### config.mk
export PLATFORM = sky130hd
export DESIGN_NAME = dec_stream_flat
export DESIGN_NICKNAME = d
export VERILOG_FILES = /design/src/rtl/dec_stream_if.sv /design/src/rtl/dec_stream.sv /design/src/flat_wrapper.sv
export SDC_FILE = /design/constraint.sdc
export NUM_CORES = 1
export LEC_CHECK = 0
export ABC_CLOCK_PERIOD_IN_PS = 1710
export BUFFER_PORTS_ARGS = -buffer_cell sky130_fd_sc_hd__buf_2
export CAP_MARGIN = 20
export CORE_ASPECT_RATIO = 0.75
export CORE_MARGIN = 4
export CORE_UTILIZATION = 30
export CTS_BUF_LIST = sky130_fd_sc_hd__clkbuf_8
export DETAILED_ROUTE_END_ITERATION = 6
export HOLD_SLACK_MARGIN = 0.15
export SYNTH_ARGS = -nofsm -noshare
export SYNTH_HDL_FRONTEND = slang
export SYNTH_SLANG_ARGS = --single-unit
### constraint.sdc
create_clock -name clk -period 1.71 [get_ports clk]
set_input_delay 0 -clock clk [delete_from_list [all_inputs] [get_ports clk]]
set_output_delay 0 -clock clk [all_outputs]
set_load 0.01 [all_outputs]
### src/rtl/dec_stream_if.sv
// dec_stream_if: start-value input handshake plus countdown output stream (in/in_valid/in_ready, out/out_valid/out_ready/out_last/out_idx)
interface dec_stream_if #(parameter int width = 8);
  logic [width-1:0] in;
  logic in_valid;
  logic in_ready;
  logic [width-1:0] out;
  logic out_valid;
  logic out_ready;
  logic out_last;
  logic [width-1:0] out_idx;
  modport master(output in, in_valid, out_ready, input in_ready, out, out_valid, out_last, out_idx);
  modport slave(input in, in_valid, out_ready, output in_ready, out, out_valid, out_last, out_idx);
endinterface

### src/rtl/dec_stream.sv
// dec_stream: accepts a start value on s.in, then streams it down by step per accepted beat until below step (clk, sync active-low rst_n, s slave port)
module dec_stream #(
  parameter int width = 8,
  parameter int step = 1
) (
  input logic clk,
  input logic rst_n,
  dec_stream_if.slave s
);
  localparam logic [0:0] idle = 1'b0;
  localparam logic [0:0] run = 1'b1;
  localparam logic [width-1:0] stp = width'(step);
  logic [0:0] state_q, state_d;
  logic [width-1:0] cur_q, cur_d, idx_q, idx_d;
  logic last, acc, adv;
  always_comb begin
    last = state_q == run && (stp == '0 || cur_q < stp);
    acc = state_q == idle && s.in_valid;
    adv = state_q == run && s.out_ready;
    state_d = acc ? run : (adv && last) ? idle : state_q;
    cur_d = acc ? s.in : (adv && !last) ? cur_q - stp : cur_q;
    idx_d = acc ? '0 : (adv && !last) ? idx_q + width'(1) : idx_q;
  end
  always_ff @(posedge clk) begin
    if (!rst_n) begin
      state_q <= idle;
      cur_q <= '0;
      idx_q <= '0;
    end else begin
      state_q <= state_d;
      cur_q <= cur_d;
      idx_q <= idx_d;
    end
  end
  assign s.in_ready = state_q == idle;
  assign s.out_valid = state_q == run;
  assign s.out = cur_q;
  assign s.out_idx = idx_q;
  assign s.out_last = last;
endmodule

### src/flat_wrapper.sv
// flat-port wrapper written by rule: the top's interface ports become plain ports
module dec_stream_flat 
#(
  parameter int width = 8,
  parameter int step = 1
)
  (clk, rst_n, s_in, s_in_valid, s_out_ready, s_in_ready, s_out, s_out_valid, s_out_last, s_out_idx);
  dec_stream_if #(.width(width)) s_i ();
  input logic clk;
  input logic rst_n;
  input wire logic [$bits(s_i.in)-1:0] s_in;
  input wire logic [$bits(s_i.in_valid)-1:0] s_in_valid;
  input wire logic [$bits(s_i.out_ready)-1:0] s_out_ready;
  output wire logic [$bits(s_i.in_ready)-1:0] s_in_ready;
  output wire logic [$bits(s_i.out)-1:0] s_out;
  output wire logic [$bits(s_i.out_valid)-1:0] s_out_valid;
  output wire logic [$bits(s_i.out_last)-1:0] s_out_last;
  output wire logic [$bits(s_i.out_idx)-1:0] s_out_idx;
  assign s_i.in = s_in;
  assign s_i.in_valid = s_in_valid;
  assign s_i.out_ready = s_out_ready;
  assign s_in_ready = s_i.in_ready;
  assign s_out = s_i.out;
  assign s_out_valid = s_i.out_valid;
  assign s_out_last = s_i.out_last;
  assign s_out_idx = s_i.out_idx;
  dec_stream #(.width(width), .step(step)) u_core (.clk(clk), .rst_n(rst_n), .s(s_i));
endmodule
# Word-level counts from Yosys, hierarchy flattened
# Index checks and enable logic that the tools add are counted.
# word_totals
reg_bits,17
output_inout_bits,19
# op_classes
n_addsub,2
n_lt_le_gt_ge,1
n_mux,4
n_bitwise,2
n_reduce_logical,9
# ops
op,count
$mux 8,2
$add 8x1->8 const B,1
$lt 8x1->1 const B,1
$sub 8x1->8 const B,1
$logic_and 1x1->1,5
$reduce_bool 2->1,2
$mux 1,2
$not 1->1,2
$reduce_or 2->1,1
$logic_not 1->1,1

# Longest topological paths before layout
# depth
word_depth,6
ltp_mapped,6
depth_no_buf,6

# Worst setup path after synthesis
# No wires, ideal clock.
# synth_path
path_kind,reg2reg
startpoint,register u_core.cur_q[0] (netlist: u_core.s.out[0])
endpoint,register u_core.idx_q[5] (netlist: u_core.s.out_idx[5])
setup_ns,0.071
arrival_time_ns,1.733
required_time_ns,1.639
slack_ns,-0.094
path_stages_with_launch,7
path_buffers,0
path_cell_list,dfxtp_1 -> inv_1 -> ha_1 -> nor4b_4 -> a21o_2 -> or4_1 -> a21oi_1
# synth_between
elab_chain_len,4
# synth_lines
element,line_no,source
from (decl),dec_stream.sv:14,"logic [width-1:0] cur_q, cur_d, idx_q, idx_d;"
from (signal assigned),dec_stream.sv:31,cur_q <= cur_d;
$lt 8x1->1,dec_stream.sv:17,last = state_q == run && (stp == '0 || cur_q < stp);
$logic_and 1x1->1,dec_stream.sv:17,
$logic_not 1->1,dec_stream.sv:22,idx_d = acc ? '0 : (adv && !last) ? idx_q + width'(1) : idx_q;
$logic_and 1x1->1,dec_stream.sv:22,
to (signal assigned),dec_stream.sv:32,idx_q <= idx_d;
to (decl),dec_stream.sv:14,
# No other way between the ends.
# A chain may end at the register's enable or synchronous reset.

# Worst setup path in the final report
# Ends and elaborated chain as after synthesis.

==> results.md <==
- Total CTS buffers: 3
- Vias: 946
- Reg area: 345 um^2
- FF+latch count, synth: 17
- GRT overflow: 0
- # IOs: 31
- Vias in the first global route: 884
- Fin. max-slew vios: 0
- Final setup fails: 0
- Min-Delay Path Class: primary input to flop
- H-tree levels: 1
- Post-DP HPWL: 1.95 mm
- Critical Path AT: 1.86 ns
- Iteration count of the initial detailed-routing pass: 6
- Commonest non-fill, non-tap cell in the layout: buf_2
- Worst-Margin Slew: 0.504 ns
- Clock Skew: 0.00445 ns
- Hold Fails Final Rpt: 0
- FFs w/ async S/R, synth: 0
- Worst-path clk slew: 0.07 ns
- Clock period minus worst slack: 1.68 ns
- RSZ-0062 raised after global routing: yes
- Status: finished, final reports clean
- Sequential area share after synthesis: 0.380
- Worst vdd ir: 0.000371 V
- Total GRT Usage: 0.133
- Worst-path maximum fanout: 9
- Cell Area, Synth: 896 um^2
- Num rows: 16
- Port Buffer Count: 30
- Synth Area in XOR/XNOR: 0.0782
- Static Leakage: 0.558 nW
- TritonCTS clock tree: built
- Hold slack: 0.265 ns
- Number of fill cells: 285
- PnR Total Power: 1.03 mW
- Synthesized net count: 116
- N_diodes: 0
- Die Area: 0.00393 mm^2
- Post-synthesis adder-cell area fraction: 0.0279
- Max-Cap Viols: 0
- Vias per inst: 4.95
- Yosys cell types: 33
- Initial core utilization: 0.329
- CP startpoint kind: flop
- Core area: 0.00272 mm^2
- PD cells: 769 mW/mm^2
- Place WS: 0.00767 ns
- Worst Setup End Kind: flop
- First-pass GRT wire length: 4.22 mm
- Post-synth EDFFs: 0
- DR WL/cell: 13.5 um
- Maximum clock frequency: 596 MHz
- Clock latency on the worst-skew pair: 0.25 ns
- Maximum root-to-sink buffer count: 2
- Mapped Cells: 102
- Area growth syn-to-layout: 49.6%
- Fin area: 0.00134 mm^2
- Prevailing post-synth register cell: dfxtp_1
- Ys Warns: 0
- Critical Path RT: 1.90 ns
- Multiplexer area fraction after synthesis: 0.0112
- Initial antenna violation count: 0
- Root Buffer: clkbuf_8
- Die height: 55.3 um
- Die Wd: 71.1 um
- Final ANT Viol Nets: 0
- Critical path class: flop to flop
- Worst Slack Setup Final: 0.0334 ns
- Synth Area in Simple Gates: 0.272
- Initial DRC count: 36
- DP Area: 0.00116 mm^2
- Fin Setup TNS: 0 ns
- DRC: 0
- Relative slew slack: 0.664
- Nets@finish: 170
- Mapped Avg Cell Area: 8.78 um^2
- CTS Sinks: 17
- Largest net degree at the start of global routing: 10
- Total Wirelength: 2.58 mm
- Multi-input gate area: 551 um^2
- Most frequent cells in the layout: buf_2, dfxtp_1, dlygate4sd3_1, nor2_1, buf_4
- Final Cycle Share: 0.980
- Layout cells sized above 1: 0.368
- Largest family of logic cells by synthesized area: simple AND/OR/NAND/NOR gates
- Final Wtd Congestion: 0.882
- Area fraction in compound gates after synthesis: 0.201
[where the power goes]
group / switching, mW / total, mW / internal (mW)
logic: 0.140 / 0.289 / 0.149
clock network: 0.137 / 0.296 / 0.159
registers: 0.0256 / 0.446 / 0.420
total: 0.302 / 1.03 / 0.728
[synth_stat cells (3+ instances only)]
cell type	instances	area [um^2]
a211oi_1	5	37.5
a21oi_1	9	45.0
dfxtp_1	17	340
inv_1	5	18.8
nand2_1	6	22.5
nand3_1	4	20.0
nand4_1	3	18.8
nor2_1	10	37.5
o21ai_0	6	30.0
xnor2_1	8	70.1
[repair_timing]
action | CTS | global route
hold buffers | 11 | 0
gates cloned | 0 | 0
pin swaps | 0 | 4
endpoints found under the setup margin | 4 | 9
buffers inserted | 1 | 0
hold endpoints to repair | 9 | 0
gates resized for setup | 0 | 7
[flip-flops by register name, indices dropped and copies added, names as in the netlist]
register / flops
u_core.s.out: 8
u_core.s.out_idx: 8
u_core.s.out_valid: 1
[critical path, stage by stage (launching register included)]
cell,delay [ns]
dfxtp_4,0.35
inv_2,0.04
ha_4,0.14
nor4b_4,0.14
a21o_2,0.28
or4_4,0.52
a21oi_1,0.14
[through the flow]
| stage | std cells | util |
|---|---|---|
| 6_report | 191 | 0.492 |
| 3_3_place_gp | 175 | 0.426 |
| 5_1_grt | 191 | 0.492 |
| 3_5_place_dp | 175 | 0.426 |
| 4_1_cts | 191 | 0.485 |
| 2_1_floorplan | 102 | - |
[metal layers]
layer,vias up,global-route usage,wire length (um)
met5,-,0,0
met4,0,0.0483,19
met3,2,0.0308,174
met2,32,0.201,1130
met1,428,0.183,1250
li1,484,-,-
[final timing paths]
kind                            start             endpoint  slack [ns]  depth (start not counted)
setup / recovery      u_core.s.out[0]  u_core.s.out_idx[5]        0.03                          6
hold / removal            s_out_ready      u_core.s.out[7]        0.26                          5
setup reg to reg      u_core.s.out[0]  u_core.s.out_idx[5]        0.03                          6
hold reg to reg   u_core.s.out_idx[7]  u_core.s.out_idx[7]        0.50                          2
[logic make-up after synthesis]
group,after synthesis
XOR/XNOR,8
adder cells (fa/ha/maj),2
AND/OR/NAND/NOR,39
buffers and inverters,7
AO/OA/AOI/OAI,28
multiplexers,1
flip-flops,17
[area by class of cell]
class | instances | area share
clock buffers | 3 | 0.0308
clock inverters | 1 | 0.00280
inverters | 5 | 0.0140
multi-input cells | 78 | 0.411
flip-flops and latches | 17 | 0.258
well taps | 36 | 0.0336
repair buffers | 51 | 0.250
No activity file was read; power rests on OpenSTA's default activity.
